[src/rtl/interfaces.sv]
// Shared framebuffer types and geometry constants.
package interfaces;

    localparam int unsigned FB_WIDTH  = 640;
    localparam int unsigned FB_HEIGHT = 480;
    localparam int unsigned FB_PIXELS = FB_WIDTH * FB_HEIGHT;
    localparam int unsigned FB_ADDR_W = $clog2(FB_PIXELS);
    localparam int unsigned PIXEL_W   = 32;

    typedef struct packed {
        logic [7:0] red;
        logic [7:0] green;
        logic [7:0] blue;
        logic [7:0] alpha;
    } pixel_t;

    typedef enum logic {
        StIdle,
        StClear
    } fb_state_e;

endpackage

[src/rtl/rr_arbiter.sv]
// Round-robin arbiter: grants the first request at or after the pointer.
module rr_arbiter #(
    parameter int unsigned N = 4
) (
    input  logic         clock,
    input  logic         reset,
    input  logic [N-1:0] request,
    input  logic         enable,
    output logic [N-1:0] grant
);

    localparam int unsigned PTR_W = (N > 1) ? $clog2(N) : 1;

    logic [PTR_W-1:0] pointer_q, pointer_d;

    always_comb begin
        logic [PTR_W:0]   sum;
        logic [PTR_W-1:0] idx;
        grant     = '0;
        pointer_d = pointer_q;
        sum       = '0;
        idx       = '0;
        if (enable) begin
            for (int i = 0; i < N; i++) begin
                sum = {1'b0, pointer_q} + (PTR_W + 1)'(i);
                if (sum >= (PTR_W + 1)'(N)) begin
                    sum = sum - (PTR_W + 1)'(N);
                end
                idx = sum[PTR_W-1:0];
                if (request[idx] && (grant == '0)) begin
                    grant[idx] = 1'b1;
                    pointer_d  = (idx == PTR_W'(N - 1)) ? '0 : idx + 1'b1;
                end
            end
        end
    end

    always_ff @(posedge clock or posedge reset) begin
        if (reset) begin
            pointer_q <= '0;
        end else begin
            pointer_q <= pointer_d;
        end
    end

endmodule

[src/rtl/fb_write_arbiter.sv]
// Framebuffer write-port arbiter with a built-in full-frame clear sequencer.
module fb_write_arbiter
    import interfaces::*;
#(
    parameter int unsigned NUM_REQ = 4,
    parameter int unsigned HEIGHT  = FB_HEIGHT,
    parameter int unsigned WIDTH   = FB_WIDTH,
    localparam int unsigned ADDR_W = $clog2(HEIGHT * WIDTH)
) (
    input  logic                       clock,
    input  logic                       reset,
    input  logic [NUM_REQ-1:0]         req_valid,
    output logic [NUM_REQ-1:0]         req_ready,
    input  logic [NUM_REQ*ADDR_W-1:0]  req_address,
    input  logic [NUM_REQ*PIXEL_W-1:0] req_data,
    input  logic                       clear_start,
    input  logic [PIXEL_W-1:0]         clear_color,
    output logic                       clear_busy,
    input  logic                       fb_ready,
    output logic                       fb_write_enable,
    output logic [ADDR_W-1:0]          fb_address,
    output logic [PIXEL_W-1:0]         fb_data,
    output logic                       range_error
);

    localparam int unsigned       PIXELS     = HEIGHT * WIDTH;
    localparam logic [ADDR_W:0]   PIXELS_EXT = (ADDR_W + 1)'(PIXELS);
    localparam logic [ADDR_W-1:0] LAST_INDEX = ADDR_W'(PIXELS - 1);

    fb_state_e         state_q, state_d;
    logic [ADDR_W-1:0] clear_index_q, clear_index_d;
    pixel_t            clear_color_q, clear_color_d;
    logic              write_enable_d;
    logic [ADDR_W-1:0] address_d;
    pixel_t            data_d;
    logic              range_error_d;

    logic               slot_free;
    logic               arb_enable;
    logic [NUM_REQ-1:0] grant;
    logic [ADDR_W-1:0]  sel_address;
    pixel_t             sel_data;
    logic               sel_in_range;

    assign slot_free  = !fb_write_enable || fb_ready;
    // Gated by reset so no handshake can complete while the block is held in reset.
    assign arb_enable = slot_free && (state_q == StIdle) && !reset;
    assign req_ready  = grant;
    assign clear_busy = (state_q == StClear);

    rr_arbiter #(
        .N(NUM_REQ)
    ) u_arbiter (
        .clock   (clock),
        .reset   (reset),
        .request (req_valid),
        .enable  (arb_enable),
        .grant   (grant)
    );

    always_comb begin
        sel_address = '0;
        sel_data    = '0;
        for (int i = 0; i < NUM_REQ; i++) begin
            if (grant[i]) begin
                sel_address = sel_address | req_address[i*ADDR_W +: ADDR_W];
                sel_data    = sel_data | pixel_t'(req_data[i*PIXEL_W +: PIXEL_W]);
            end
        end
    end

    assign sel_in_range = ({1'b0, sel_address} < PIXELS_EXT);

    always_comb begin
        state_d        = state_q;
        clear_index_d  = clear_index_q;
        clear_color_d  = clear_color_q;
        write_enable_d = fb_write_enable;
        address_d      = fb_address;
        data_d         = pixel_t'(fb_data);
        range_error_d  = 1'b0;
        if (slot_free) begin
            write_enable_d = 1'b0;
        end
        case (state_q)
            StIdle: begin
                if (|grant) begin
                    if (sel_in_range) begin
                        write_enable_d = 1'b1;
                        address_d      = sel_address;
                        data_d         = sel_data;
                    end else begin
                        range_error_d = 1'b1;
                    end
                end
                if (clear_start) begin
                    state_d       = StClear;
                    clear_color_d = pixel_t'(clear_color);
                    clear_index_d = '0;
                end
            end
            StClear: begin
                if (slot_free) begin
                    write_enable_d = 1'b1;
                    address_d      = clear_index_q;
                    data_d         = clear_color_q;
                    if (clear_index_q == LAST_INDEX) begin
                        state_d       = StIdle;
                        clear_index_d = '0;
                    end else begin
                        clear_index_d = clear_index_q + 1'b1;
                    end
                end
            end
            default: state_d = StIdle;
        endcase
    end

    always_ff @(posedge clock or posedge reset) begin
        if (reset) begin
            state_q         <= StIdle;
            clear_index_q   <= '0;
            clear_color_q   <= '0;
            fb_write_enable <= 1'b0;
            fb_address      <= '0;
            fb_data         <= '0;
            range_error     <= 1'b0;
        end else begin
            state_q         <= state_d;
            clear_index_q   <= clear_index_d;
            clear_color_q   <= clear_color_d;
            fb_write_enable <= write_enable_d;
            fb_address      <= address_d;
            fb_data         <= data_d;
            range_error     <= range_error_d;
        end
    end

endmodule

[config.mk]
export PLATFORM = sky130hd
export DESIGN_NAME = fb_write_arbiter
export DESIGN_NICKNAME = d
export VERILOG_FILES = /design/src/rtl/interfaces.sv /design/src/rtl/rr_arbiter.sv /design/src/rtl/fb_write_arbiter.sv
export SDC_FILE = /design/constraint.sdc
export NUM_CORES = 1
export LEC_CHECK = 0
export CAP_MARGIN = 5
export CORE_ASPECT_RATIO = 0.5
export CORE_MARGIN = 1
export CORE_UTILIZATION = 38
export CTS_BUF_LIST = sky130_fd_sc_hd__clkbuf_16
export DETAILED_ROUTE_END_ITERATION = 7
export PLACE_DENSITY_LB_ADDON = 0.2
export SYNTH_ARGS = -nofsm -noshare
export SYNTH_HDL_FRONTEND = slang
export SYNTH_SLANG_ARGS = --single-unit
[constraint.sdc]
create_clock -name clock -period 5.4 [get_ports clock]
set_clock_uncertainty 0.05 [all_clocks]
set_input_delay 1.08 -clock clock [delete_from_list [all_inputs] [get_ports clock]]
set_output_delay 1.08 -clock clock [all_outputs]
set_load 0.02 [all_outputs]
After elaboration in Yosys (flattened, before gate mapping) --
Cells that the tools add are included.
Word-level totals: memory bits (writable) 0, memories kept 0, memory bits (read-only) 0, word-level logic and storage cells 148, output and inout port bits 58, bits of input ports 244, flip-flop bits (word level) 107, latch bits 0
Operators by class: equal/unequal tests 9, multiply operators 0, divide/modulo/power cells 0, order comparisons 13, shift-type cells 0, mux-type cells 72, reduce and logical (&&, ||, !) cells 21, bitwise gates (word level) 10, add/sub/neg operators 12
Operator list (number):
- $mux W32 | 7
- $mux W19 | 10
- $or A32 B32 Y32 | 3
- $pmux W19 S2 | 2
- $pmux W32 S2 | 1
- $or A19 B19 Y19 | 3
- $mux W2 | 16
- $mux W4 | 8
- $add A19 B1 Y19 const B | 1
- $eq A19 B19 Y1 const B | 1
- $lt A19 B19 Y1 const B | 1
- $mux W1 | 18
- $logic_not A4 Y1 | 3
- $lt A2 B3 Y1 const B | 4
- $or A4 B4 Y4 | 3
- $ge A3 B3 Y1 const B | 3
- $logic_and A1 B1 Y1 | 9
- $add A2 B1 Y2 const B | 4
- $bmux W1 S2 | 4
- $demux W1 S2 | 4
- $eq A2 B2 Y1 const B | 4
- $ge A2 B1 Y1 const B | 4
- $sub A2 B1 Y2 const B | 4
- $add A2 B2 Y3 const B | 2
- other kinds (12) | 18

Longest topological paths before layout --
depth in word-level cells 34, mapped depth 16, mapped depth without buffers 12

Hierarchy --
A second synthesis with hierarchy kept.
Unflattened totals: cell total of the unflattened synthesis 631, area total of the unflattened synthesis 6971.7 µm²
Modules (own cells, without submodules):
- fb_write_arbiter | times used 1, cells an instance 543, area an instance 6231.0 µm²
- rr_arbiter | times used 1, cells an instance 88, area an instance 740.7 µm²

Least setup slack after synthesis --
Ideal clock, no wire load.
path kind in2out, start point input port reset, end point output port req_ready[2], arrival time 4717 ps, path buffers 2, stages on the path 5, slack -447 ps, path through inv_1 > nand2_1 > o2bb2ai_1 > clkbuf_1 > clkbuf_1
Between the ends: cells in the longest elaborated chain, start to end 3
Ends and longest elaborated chain:
- from (decl) | RTL line fb_write_arbiter.sv:11 | input logic reset,
- $logic_not A1 Y1 (no line)
- $logic_and A1 B1 Y1 | RTL line fb_write_arbiter.sv:47 | assign arb_enable = slot_free && (state_q == StIdle) && !reset;
- $mux W4 | RTL line rr_arbiter.sv:23 | if (enable) begin
- to (decl) | RTL line fb_write_arbiter.sv:13 | output logic [NUM_REQ-1:0] req_ready,
No other way between the ends.

Worst setup path in the final report --
start point input port req_valid[2], end point output port req_ready[3]
Between the ends: cells in the longest elaborated chain, start to end 16
Ends and longest elaborated chain:
- from (decl) | RTL line fb_write_arbiter.sv:12 | input logic [NUM_REQ-1:0] req_valid,
- $bmux W1 S2 | RTL line rr_arbiter.sv:30 | if (request[idx] && (grant == '0)) begin
- $mux W1 (not written as such) | RTL line rr_arbiter.sv:30
- $mux W4 | RTL line rr_arbiter.sv:30
- $mux W4 | RTL line rr_arbiter.sv:23
- $logic_not A4 Y1 | RTL line rr_arbiter.sv:30
- $logic_and A1 B1 Y1 | RTL line rr_arbiter.sv:30
- $mux W4 | RTL line rr_arbiter.sv:30
- $mux W4 | RTL line rr_arbiter.sv:23
- $logic_not A4 Y1 | RTL line rr_arbiter.sv:30
- $logic_and A1 B1 Y1 | RTL line rr_arbiter.sv:30
- $mux W4 | RTL line rr_arbiter.sv:30
- $mux W4 | RTL line rr_arbiter.sv:23
- $logic_not A4 Y1 | RTL line rr_arbiter.sv:30
- $logic_and A1 B1 Y1 | RTL line rr_arbiter.sv:30
- $mux W4 * | RTL line rr_arbiter.sv:30
- $mux W4 * | RTL line rr_arbiter.sv:23
Mark *: on every way between the ends. The rest lies on a longest branch, timed or not. The select of a mux whose other input is x is not followed.

==> impl_metrics.py <==
metrics = {
    "run_status": {
        "outcome": "complete, but fails checks",
        "violations": "design-rule violations",
    },
    "detailed_routing": {
        "via_per_inst": 5.55,
        "vias": 6199,
        "totalWireLength_mm": 21.5,
        "wire_per_inst_um": 19.3,
        "drc_errors": 2,
        "postRouteAntennaNets": 0,
        "firstDrtPassIters": 8,
        "initialDrtViolationCount": 512,
    },
    "timing": {
        "final.setup.tns_ns": 0,
        "setup_slack_ns": 0.179,
        "worstMarginPinSlew_ns": 1.16,
        "setup_viol_count_final": 0,
        "max_slew_margin_pct": 22.6,
        "period_share_pct": 96.7,
        "maxSlewViolCount": 0,
        "fin_hold_ws_ns": 0.457,
        "period_minus_slack_ns": 5.22,
        "hold_viol_final": 0,
        "max_freq_mhz": 192,
        "rsz0062_at_grt": "no",
    },
    "floorplanning": {
        "coreArea_sq_mm": 0.0164,
        "ios": 302,
        "rows": 33,
        "die-area_sq_mm": 0.0175,
        "die_w_um": 186,
        "initial_utilization_pct": 39.1,
        "fp.dieH_um": 93.9,
    },
    "setup_path": {
        "path_class": "input pin to output pin",
        "cp_common_cell": "clkdlybuf4s50_1",
        "critPathArrivalTime_ns": 4.09,
        "end_kind": "output pin",
        "crit_chain": "clkdlybuf4s50_1 > mux4_2 > a21boi_1 > o21ai_0 > nand4_1 > a31o_1 > and2_2 > clkdlybuf4s50_1",
        "path_buf_inv": 2,
        "max_stage_delay_ns": 0.66,
        "cp_slowest_cell": "clkdlybuf4s50_1",
        "crit_fanout": 12,
        "critical_path.startpoint_type": "input pin",
        "critical-path-top-delay-family": "buffers and inverters",
        "required_ns": 4.27,
    },
    "synthesis": {
        "syn_inst": 593,
        "yosysSeqAreaShare_pct": 41.7,
        "yosysMostFrequentCell": "dfrtp_1",
        "netlist.area_leader.share_pct": 41.7,
        "async_flop_share_pct": 100,
        "syn_area_sq_mm": 0.00642,
        "syn_area_per_cell_sq_um": 10.8,
        "yosys-top-cells-count": "dfrtp_1, nand2_1, a22oi_1, mux2_4, a222oi_1",
        "yosys.area.top_type": "dfrtp_1",
        "synth_edf_count": 0,
        "ys.flop_type": "dfrtp_1",
        "synth_seq_cells": 107,
        "yosysWarnings": 0,
        "synth_nets": 844,
        "synth.distinct_cells": 59,
        "synth_top_cells_by_area": "dfrtp_1, mux2_4, a222oi_1",
    },
    "pwr": {
        "leakagePower_nw": 4.29,
        "p_per_area_mw_per_mm2": 245,
        "vdd_ir_drop_max_mv": 0.168,
    },
    "clock_network": {
        "cts_sinks": 107,
        "htree_levels": 3,
        "cts_tree": "yes",
        "cts_resized": 0,
        "post-cts-setup-buffers": 0,
        "cts_root_buffer": "clkbuf_16",
        "path_clk_slew_ns": 0.07,
        "cts_made_buffers": 9,
        "clockBufferDepth": 2,
        "clkLatencyLatePin_ns": 0.34,
        "holdBufCountCts": 0,
    },
    "layout": {
        "multi_input_area_sq_mm": 0.00354,
        "fin_area_sq_mm": 0.0100,
        "fill_cells": 1404,
        "seq_area_sq_mm": 0.00268,
        "nNetsFinal": 1135,
        "drive_above_1_share_pct": 15.2,
        "antennaDiodeCount": 0,
        "syn_to_final_growth_pct": 56.5,
    },
    "run": {
        "maxCapViolations": 0,
    },
    "grt": {
        "grt_max_degree": 69,
        "track_usage_pct": 24.4,
        "grt_pass1_vias": 6141,
        "grt_pass1_wl_mm": 32.9,
        "grt_overflow_total": 0,
        "antenna_found_initial": 0,
    },
    "placed_design": {
        "pre_cts_slack_ns": 0.0866,
        "place_area_sq_mm": 0.00977,
        "portBuffers": 301,
        "place_congestion": 0.913,
        "dpl.hpwl_mm": 16.3,
    },
    "worst_hold_path": {
        "hold_class": "flip-flop to flip-flop",
    },
}
[area by class of cell]
class | instances | area share, %
repair buffers | 323 | 32.1
multi-input cells | 432 | 35.2
clock buffers | 9 | 2.24
clock inverters | 7 | 0.461
flip-flops and latches | 107 | 26.7
well taps | 227 | 2.83
inverters | 11 | 0.448
[registers in the layout (all words and copies together), names as in the netlist]
signal	count
fb_write_enable	1
fb_data	32
clear_index_q	19
clear_color_q	32
u_arbiter.pointer_q	2
fb_address	19
clear_busy	1
range_error	1
[where the power goes]
group          switching, mW  internal [mW]  total [mW]
sequential            0.0806          0.898       0.979
combinational          0.380          0.497       0.877
clock                  0.297          0.312       0.609
total                  0.758           1.71        2.47
[cells in the final DEF (no fill, tap or decap), types with 3 or more instances in the layout]
master             n
buf_4             18
clkbuf_16          9
a21oi_1            6
clkdlybuf4s50_1  301
nand4_1            4
mux2i_1            7
inv_1             12
dfrtp_1          105
o21ai_0           41
a22oi_1           48
nand2_1           76
mux2_4            46
nor2b_1            3
nor3_1             3
mux4_2             4
clkinvlp_4         3
a221o_1            7
ha_1               7
a22o_1             4
and3_1            14
nand3_1            5
nor2_1            20
buf_12             4
mux2_2            35
and2_1             7
a222oi_1          44
[stage by stage]
| step | power (mW) | utilization [%] | cells |
|---|---|---|---|
| 6_report | 2.47 | 61.1 | 1116 |
| 5_1_grt | 2.59 | 61.1 | 1116 |
| 4_1_cts | 2.48 | 61.1 | 1116 |
| 3_5_place_dp | 1.87 | 59.5 | 1100 |
| 3_3_place_gp | 1.85 | 59.5 | 1100 |
| 2_1_floorplan | 1.45 | - | 593 |
[final timing paths]
path | startpoint | to | slack [ns] | cells past startpoint
max in group asynchronous | reset | u_arbiter.pointer_q[0] | 2.69 | 4
max | req_valid[2] | req_ready[3] | 0.18 | 8
min | fb_data[0] | fb_data[0] | 0.46 | 1
max reg2reg | u_arbiter.pointer_q[1] | fb_address[11] | 0.70 | 15
min reg2reg | fb_data[0] | fb_data[0] | 0.46 | 1
min in group asynchronous | reset | fb_address[15] | 1.26 | 3
[worst reg2reg max path, stage by stage, from the launching register on]
cell and delay [ns]:
dfrtp_1 0.57, inv_1 0.15, ha_1 0.31, or4_1 0.60
a21boi_1 0.40, a22oi_1 0.17, and4b_1 0.22, a31o_1 0.25
and2_2 0.27, buf_4 0.26, nor4_1 0.40, nand2_1 0.16
o311ai_4 0.10, buf_12 0.18, buf_12 0.19, mux2_4 0.33
[cell families after synthesis]
kind of cell | share of synthesized area, %
AND/OR/NAND/NOR | 10.7
buffers and inverters | 3.84
multiplexers | 19.4
adder cells (fa/ha/maj) | 1.36
AO/OA/AOI/OAI | 22.7
XOR/XNOR | 0.409
flip-flops | 41.7
[per-layer routing]
| layer | vias up | wire [um] | track usage [%] |
|---|---|---|---|
| li1 | 2893 | - | - |
| met1 | 3098 | 9210 | 30.4 |
| met2 | 186 | 10800 | 43.4 |
| met3 | 22 | 1180 | 4.50 |
| met4 | 0 | 313 | 6.28 |
| met5 | - | 0 | 0 |
Power figures use the tool's default switching activity.
